[src/rtl/bcd_pkg.sv]
// rtl/bcd_pkg.sv - shared FSM encodings and BCD digit limit for the operand loader
package bcd_pkg;

   typedef enum logic [1:0] {
      GET_X = 2'b00,
      GET_Y = 2'b01,
      READY = 2'b10
   } state_t;

   localparam logic [3:0] BCD_MAX = 4'd9;

   function automatic logic is_bcd(input logic [3:0] d);
      return d <= BCD_MAX;
   endfunction

endpackage

[src/rtl/key_debounce.sv]
// rtl/key_debounce.sv - 2-flop synchronizer, counter debounce and press pulse for one active-low key
module key_debounce #(
   parameter int DEBOUNCE_CYCLES = 50000,
   parameter int CNT_W           = 16
) (
   input  logic clk,
   input  logic rst_n,
   input  logic key_n,
   output logic press
);

   localparam logic [CNT_W-1:0] CNT_LAST = CNT_W'(DEBOUNCE_CYCLES - 1);

   logic             sync1;
   logic             sync2;
   logic             level;
   logic             level_prev;
   logic             armed;
   logic [1:0]       fill;
   logic [CNT_W-1:0] cnt;
   logic             expire;

   assign expire = (sync2 != level) && (cnt == CNT_LAST);

   // armed only after a genuine released sample is seen, so a key held through reset never fires
   always_ff @(posedge clk or negedge rst_n) begin
      if (!rst_n) begin
         sync1      <= 1'b1;
         sync2      <= 1'b1;
         level      <= 1'b1;
         level_prev <= 1'b1;
         cnt        <= '0;
         fill       <= 2'b00;
         armed      <= 1'b0;
         press      <= 1'b0;
      end else begin
         sync1 <= key_n;
         sync2 <= sync1;
         fill  <= {fill[0], 1'b1};
         if (fill[1] && sync2) begin
            armed <= 1'b1;
         end
         if (sync2 == level) begin
            cnt <= '0;
         end else if (expire) begin
            cnt   <= '0;
            level <= sync2;
         end else begin
            cnt <= cnt + 1'b1;
         end
         level_prev <= level;
         press      <= armed & level_prev & ~level;
      end
   end

endmodule

[src/rtl/bcd_operand_loader.sv]
// rtl/bcd_operand_loader.sv - debounced keypad entry of two BCD operands and carry-in for a BCD adder
module bcd_operand_loader
   import bcd_pkg::*;
#(
   parameter int DEBOUNCE_CYCLES = 50000,
   parameter int CNT_W           = 16
) (
   input  logic       Clock,
   input  logic       Resetn,
   input  logic [3:0] digit_in,
   input  logic       cin_in,
   input  logic       load_n,
   input  logic       clear_n,
   output logic [3:0] X,
   output logic [3:0] Y,
   output logic       cin,
   output logic       valid,
   output logic       err,
   output logic [1:0] state
);

   state_t     state_q;
   state_t     state_d;
   logic [3:0] x_d;
   logic [3:0] y_d;
   logic       cin_d;
   logic       valid_d;
   logic       err_d;
   logic       load_p;
   logic       clear_p;

   key_debounce #(.DEBOUNCE_CYCLES(DEBOUNCE_CYCLES), .CNT_W(CNT_W)) u_load_key (
      .clk   (Clock),
      .rst_n (Resetn),
      .key_n (load_n),
      .press (load_p)
   );

   key_debounce #(.DEBOUNCE_CYCLES(DEBOUNCE_CYCLES), .CNT_W(CNT_W)) u_clear_key (
      .clk   (Clock),
      .rst_n (Resetn),
      .key_n (clear_n),
      .press (clear_p)
   );

   always_ff @(posedge Clock or negedge Resetn) begin
      if (!Resetn) begin
         state_q <= GET_X;
         X       <= '0;
         Y       <= '0;
         cin     <= 1'b0;
         valid   <= 1'b0;
         err     <= 1'b0;
      end else begin
         state_q <= state_d;
         X       <= x_d;
         Y       <= y_d;
         cin     <= cin_d;
         valid   <= valid_d;
         err     <= err_d;
      end
   end

   // a rejected digit only raises err; clear always wins over a simultaneous load
   always_comb begin
      state_d = state_q;
      x_d     = X;
      y_d     = Y;
      cin_d   = cin;
      valid_d = valid;
      err_d   = err;
      if (clear_p) begin
         state_d = GET_X;
         x_d     = '0;
         y_d     = '0;
         cin_d   = 1'b0;
         valid_d = 1'b0;
         err_d   = 1'b0;
      end else begin
         case (state_q)
            GET_X: begin
               if (load_p) begin
                  if (is_bcd(digit_in)) begin
                     x_d     = digit_in;
                     err_d   = 1'b0;
                     state_d = GET_Y;
                  end else begin
                     err_d = 1'b1;
                  end
               end
            end
            GET_Y: begin
               if (load_p) begin
                  if (is_bcd(digit_in)) begin
                     y_d     = digit_in;
                     cin_d   = cin_in;
                     err_d   = 1'b0;
                     valid_d = 1'b1;
                     state_d = READY;
                  end else begin
                     err_d = 1'b1;
                  end
               end
            end
            READY: begin
               if (load_p) begin
                  if (is_bcd(digit_in)) begin
                     x_d     = digit_in;
                     valid_d = 1'b0;
                     err_d   = 1'b0;
                     state_d = GET_Y;
                  end else begin
                     err_d = 1'b1;
                  end
               end
            end
            default: state_d = GET_X;
         endcase
      end
   end

   assign state = state_q;

endmodule

[config.mk]
export PLATFORM = sky130hd
export DESIGN_NAME = bcd_operand_loader
export DESIGN_NICKNAME = d
export VERILOG_FILES = /design/src/rtl/bcd_pkg.sv /design/src/rtl/key_debounce.sv /design/src/rtl/bcd_operand_loader.sv
export SDC_FILE = /design/constraint.sdc
export NUM_CORES = 1
export LEC_CHECK = 0
export BUFFER_PORTS_ARGS = -buffer_cell sky130_fd_sc_hd__clkbuf_2
export CAP_MARGIN = 20
export CORE_MARGIN = 4
export CORE_UTILIZATION = 63
export DETAILED_ROUTE_END_ITERATION = 8
export GPL_ROUTABILITY_DRIVEN = 1
export HOLD_SLACK_MARGIN = 0.15
export PLACE_DENSITY = 0.94
export SLEW_MARGIN = 20
export SYNTH_ARGS = -nofsm -noshare
export SYNTH_HDL_FRONTEND = slang
export SYNTH_SLANG_ARGS = --single-unit
[constraint.sdc]
create_clock -name Clock -period 4.23 [get_ports Clock]
set_input_delay 0.2115 -clock Clock [delete_from_list [all_inputs] [get_ports Clock]]
set_output_delay 0.2115 -clock Clock [all_outputs]
set_load 0.01 [all_outputs]
Yosys cells after proc, flatten, opt, wreduce, memory -nomap -nowiden
Cells that the tools add are included.

operators by class
  add/subtract/negate cells = 2
  $lt $le $gt $ge = 1
  eq/ne operators = 14
  mux-type cells = 30
  bitwise operators = 8
  reduce and logical (&&, ||, !) cells = 20

operators with widths
  kind                                                   count
  2-to-1 mux 16 bit                                      4
  adder 16 x 1 -> 16 bit, second input constant          2
  equality test 16 bit, second input constant            2
  2-to-1 mux 4 bit                                       6
  2-to-1 mux 1 bit                                       13
  != test 3 x 1 -> 1 bit, second input constant          4
  2-to-1 mux 2 bit                                       5
  nonzero test 2 bit                                     5
  != test 3 x 2 -> 1 bit, second input constant          2
  AND reduction 2 bit                                    3
  AND reduction 3 bit                                    2
  AND reduction 5 bit                                    1
  bitwise AND 1 bit                                      4
  less-or-equal comparator 4 bit, second input constant  1
  logical AND 1 bit                                      4
  NOT 1 bit                                              4
  case mux 2 bit (2 select lines)                        1
  AND reduction 4 bit                                    1
  nonzero test 3 bit                                     1
  OR reduction 3 bit                                     1
  equality test 1 bit                                    2
  equality test 2 x 1 -> 1 bit, second input constant    1
  equality test 2 bit, second input constant             1
  logical NOT 2 bit                                      1
  3 further kinds                                        4

storage, ports and cells
  register bits after elaboration = 61
  bits of input ports = 9
  output and inout port bits = 13
  logic and storage cells = 97

Longest topological paths before layout
  word-level depth = 5
  gate-level depth with buffers = 6
  mapped depth without buffers = 6

Modules after synthesis
A second synthesis with hierarchy kept.

unflattened totals
  cells, all modules = 257
  area, all modules = 2813.9 um^2

by module, submodules not included
  module              instances  cells an instance  area each (um^2)  sequential area each (um^2)
  key_debounce        2          97                 1082.3            605.6
  bcd_operand_loader  1          63                 649.4             325.3

Least setup slack after synthesis
Ideal clock, no wire load.

  path kind = reg-to-reg
  start point = register u_clear_key.cnt[8]
  end point = register u_clear_key.cnt[15]
  library setup time = 78 ps
  arrival time = 1411 ps
  data required time = 4152 ps
  slack = 2742 ps
  stages on the path, launching flop included = 5
  buffers on the path = 0
  clock period less this slack = 1488 ps
  path through = dfrtp_1 > nand4_2 > or2_0 > or4_1 > a21oi_1

between the ends
  cells in the longest elaborated chain, start to end = 4
  elaborated cells between the ends (all ways) = 5
  classes of those cells = 1 x add/sub; 1 x eq/ne; 2 x mux; 1 x reduce/logical

ends and longest elaborated chain
  element                                                         line                RTL
  start: declaration                                              key_debounce.sv:20  logic [CNT_W-1:0] cnt;
  start signal: assignment                                        key_debounce.sv:49  cnt <= cnt + 1'b1;
  branches (longest 2 deep; another with adder 16 x 1 -> 16 bit)  -
  2-to-1 mux 16 bit *                                             key_debounce.sv:45  end else if (expire) begin
  2-to-1 mux 16 bit *                                             key_debounce.sv:43  if (sync2 == level) begin

Mark *: on every way between the ends.
A chain may end at the register's enable or synchronous reset.

Worst setup path after layout
  start point = register u_clear_key.cnt[0]
  end point = register u_clear_key.cnt[8]

Same word-level chain as after synthesis.

==> results.md <==
* Status: complete, no violations
* Syn Inst Count at approximately 240
* Synthesized area per cell at 11.0 sq um
* Mean routed wirelength per cell at about 15 um
* Crit path from: u_clear_key.cnt[0]$_DFF_PN0_
* Initial antenna violation count at 0
* DIE AREA at around 0.0052 sq mm
* # IOs at 22
* Longest Clk Path Bufs at 2
* R2R Setup Slk at 2530 ps
* Worst setup SP type: flop
* Rel. slew slack at 0.529
* Setup_tns at 0 ps
* Skew final at a little over 10 ps
* Drt initial violations at 171
* Rows at 23
* Cell area after synthesis at around 0.0026 sq mm
* Final Instance Area at roughly 0.0030 sq mm
* Largest net degree at the start of global routing at 60
* Global-route wire length before repair at between 8000 and 9000 um
* Layout area overhead at 15.4%
* Antenna Cells at 0
* Reg2reg start: u_clear_key.cnt[0]$_DFF_PN0_
* P_leak at ~1.4 nW
* Post-Route WL at just under 5000 um
* Critical Path Fanout Max at 15
* Port Buf Inserts at 21
* Post-synth EDFFs at 0
* Cells on worst reg2reg path at 5
* Commonest non-fill, non-tap cell in the layout: dfrtp_1
* GRT Total Usage at 0.219
* Die Y at between 70 and 80 um
* Worst hold path type: in -> reg
* Ys async rst share at 1.00
* Yosys warns at 0
* Peak supply drop at around 0.00026 V
* Synth Flop Type: dfrtp_1
* Crit path to: u_clear_key.cnt[8]$_DFF_PN0_
* FMAX at between 500 and 600 MHz
* Fillers at ~250
* Crit path required time at around 4400 ps
* Unrepaired setup endpoints after global routing: no
* Syn_nets at approximately 250
* Unique masters post-synth at 35
* GRT overflow at 0
* FF-to-FF End: u_clear_key.cnt[8]$_DFF_PN0_
* Core ar. at ~0.0040 sq mm
* Insertion delay to the later sink of the worst-skew pair at 340 ps
* Setup violations, final at 0
* Sequential element share of the synthesized area at 0.568
* MaxCap Viol Count at 0
* DRC at 0
* DP Area at 0.00278 sq mm
* DIE WIDTH at 72.5 um
* Tcrit/Tclk final at 0.401
* Setup Fix Bufs, Post-CTS at 0
* Highest-count cells in the layout ignoring fill and taps: dfrtp_1 (51), nor2_1 (44), xnor2_1 (24), clkbuf_2 (21), nand3_1 (13)
* Worst Tran Pin Value at about 710 ps
* CP Capture Type: flop
* Pwr dens at about 370 mW/mm^2
* Inserted Clock Buffers at 9
* Pwr Total at 1.11 mW
* CTS tree: built
* Initial core utilization at 0.654
* Layout cells sized above 1 at 0.191
* Clock slew at reported path FFs at 70 ps
* Clk sinks at approximately 60
* Clk root buf: clkbuf_8
* Antenna-violating nets left at 0
* Total number of vias at ~1900
* Hpwl dp at 3080 um
* WP data arrival at ~1900 ps
* WS Path Type: reg -> reg
* Vias in the first global route at around 1900
* Final hold vios at 0
* Placer congestion estimate at approximately 0.8
* Flops & latches, synth at 59
* H-tree depth at 3
* Final min period at between 1500 and 2000 ps
* Pre-antenna DRT Iters at 4
* Final nets at approximately 290
* Average vias per placed instance at between 5 and 6
* Max-slew violation count at 0
-- sequential cells by signal (all words and copies together) (netlist names) --
name / cells
u_clear_key.level: 1
u_load_key.sync2: 1
err: 1
u_clear_key.sync2: 1
u_load_key.sync1: 1
u_clear_key.armed: 1
u_clear_key.sync1: 1
valid: 1
state: 2
cin: 1
u_load_key.level: 1
u_clear_key.fill: 2
u_load_key.armed: 1
u_load_key.press: 1
Y: 4
u_load_key.level_prev: 1
u_clear_key.level_prev: 1
X: 4
u_clear_key.press: 1
u_clear_key.cnt: 16
u_load_key.cnt: 16
-- how the worst min path moves through the flow --
stage / to / depth (start not counted) / from
after global routing: X[3]$_DFFE_PN0P_ / 3 / digit_in[3]
final: X[3]$_DFFE_PN0P_ / 3 / digit_in[3]
after detailed placement: u_clear_key.sync1$_DFF_PN1_ / 1 / clear_n
after CTS: X[3]$_DFFE_PN0P_ / 3 / digit_in[3]
after floorplan: X[0]$_DFFE_PN0P_ / 0 / Resetn
after global placement: u_load_key.sync1$_DFF_PN1_ / 1 / load_n
-- area by class of cell --
type / instances / area, sq um / share of cell area
clock buffer: 9 / 124 / 0.0410
tap: 50 / 62.6 / 0.0207
sequential: 59 / 1490 / 0.492
multi-input combinational: 166 / 1080 / 0.357
timing repair buffer: 27 / 163 / 0.0538
clock inverter: 7 / 68.8 / 0.0228
inverter: 10 / 37.5 / 0.0124
-- Yosys cell counts, drive strengths merged (3+ instances only) --
cell	number	area, sq um
a21oi	4	20.0
xor2	6	52.6
nor4	7	43.8
nand2	10	37.5
and3	4	25.0
xnor2	24	210
dfrtp	51	1280
o21ai	3	15.0
dfstp	8	210
nand3	14	82.6
nor2	44	165
or2	3	18.8
mux2i	9	90.1
inv	10	37.5
nand4	7	56.3
ha	6	75.1
nor3	8	40.0
nor4bb	3	30.0
-- metal layers --
layer / GRT usage / wire (um) / share of wire / up-vias
li1: - / - / - / 882
met1: 0.281 / 2130 / 0.43 / 931
met2: 0.342 / 2410 / 0.49 / 51
met3: 0.0693 / 293 / 0.060 / 7
met4: 0.0984 / 60 / 0.012 / 0
met5: 0 / 0 / 0 / -
-- stage by stage --
stage	hold WS, ps	worst slack, ps	std cells	util
3_5_place_dp	300	2570	307	0.695
5_1_grt	165	2360	328	0.755
2_1_floorplan	-84.1	2740	238	-
3_3_place_gp	300	2630	307	0.695
4_1_cts	160	2540	328	0.755
6_report	172	2530	328	0.755
-- cells by family after synthesis --
kind of cell             share of synthesized area
XOR/XNOR                                     0.100
flip-flops                                   0.568
other                                      0.00143
multiplexers                                0.0430
adder cells (fa/ha/maj)                     0.0287
buffers and inverters                       0.0196
AO/OA/AOI/OAI                               0.0315
AND/OR/NAND/NOR                              0.207
-- report_power, final --
part | switching, mW | leakage [nW] | internal (mW) | total [mW]
Sequential | 0.00663 | 0.765 | 0.573 | 0.580
Clock | 0.230 | 0.0950 | 0.269 | 0.499
Combinational | 0.0217 | 0.516 | 0.0114 | 0.0332
Total | 0.258 | 1.38 | 0.854 | 1.11
-- worst max-delay path, cell delays in order, from the launching register on --
cell and delay, ps:
dfrtp_1 410, ha_1 210, and3_1 240, nand4_1 150, nand2_1 430, nor2_1 130
-- repair_timing --
action | in CTS | in global routing
hold buffers | 5 | 0
hold endpoints to repair | 56 | 0
gates resized for setup | 0 | 0
Power figures use the tool's default switching activity.
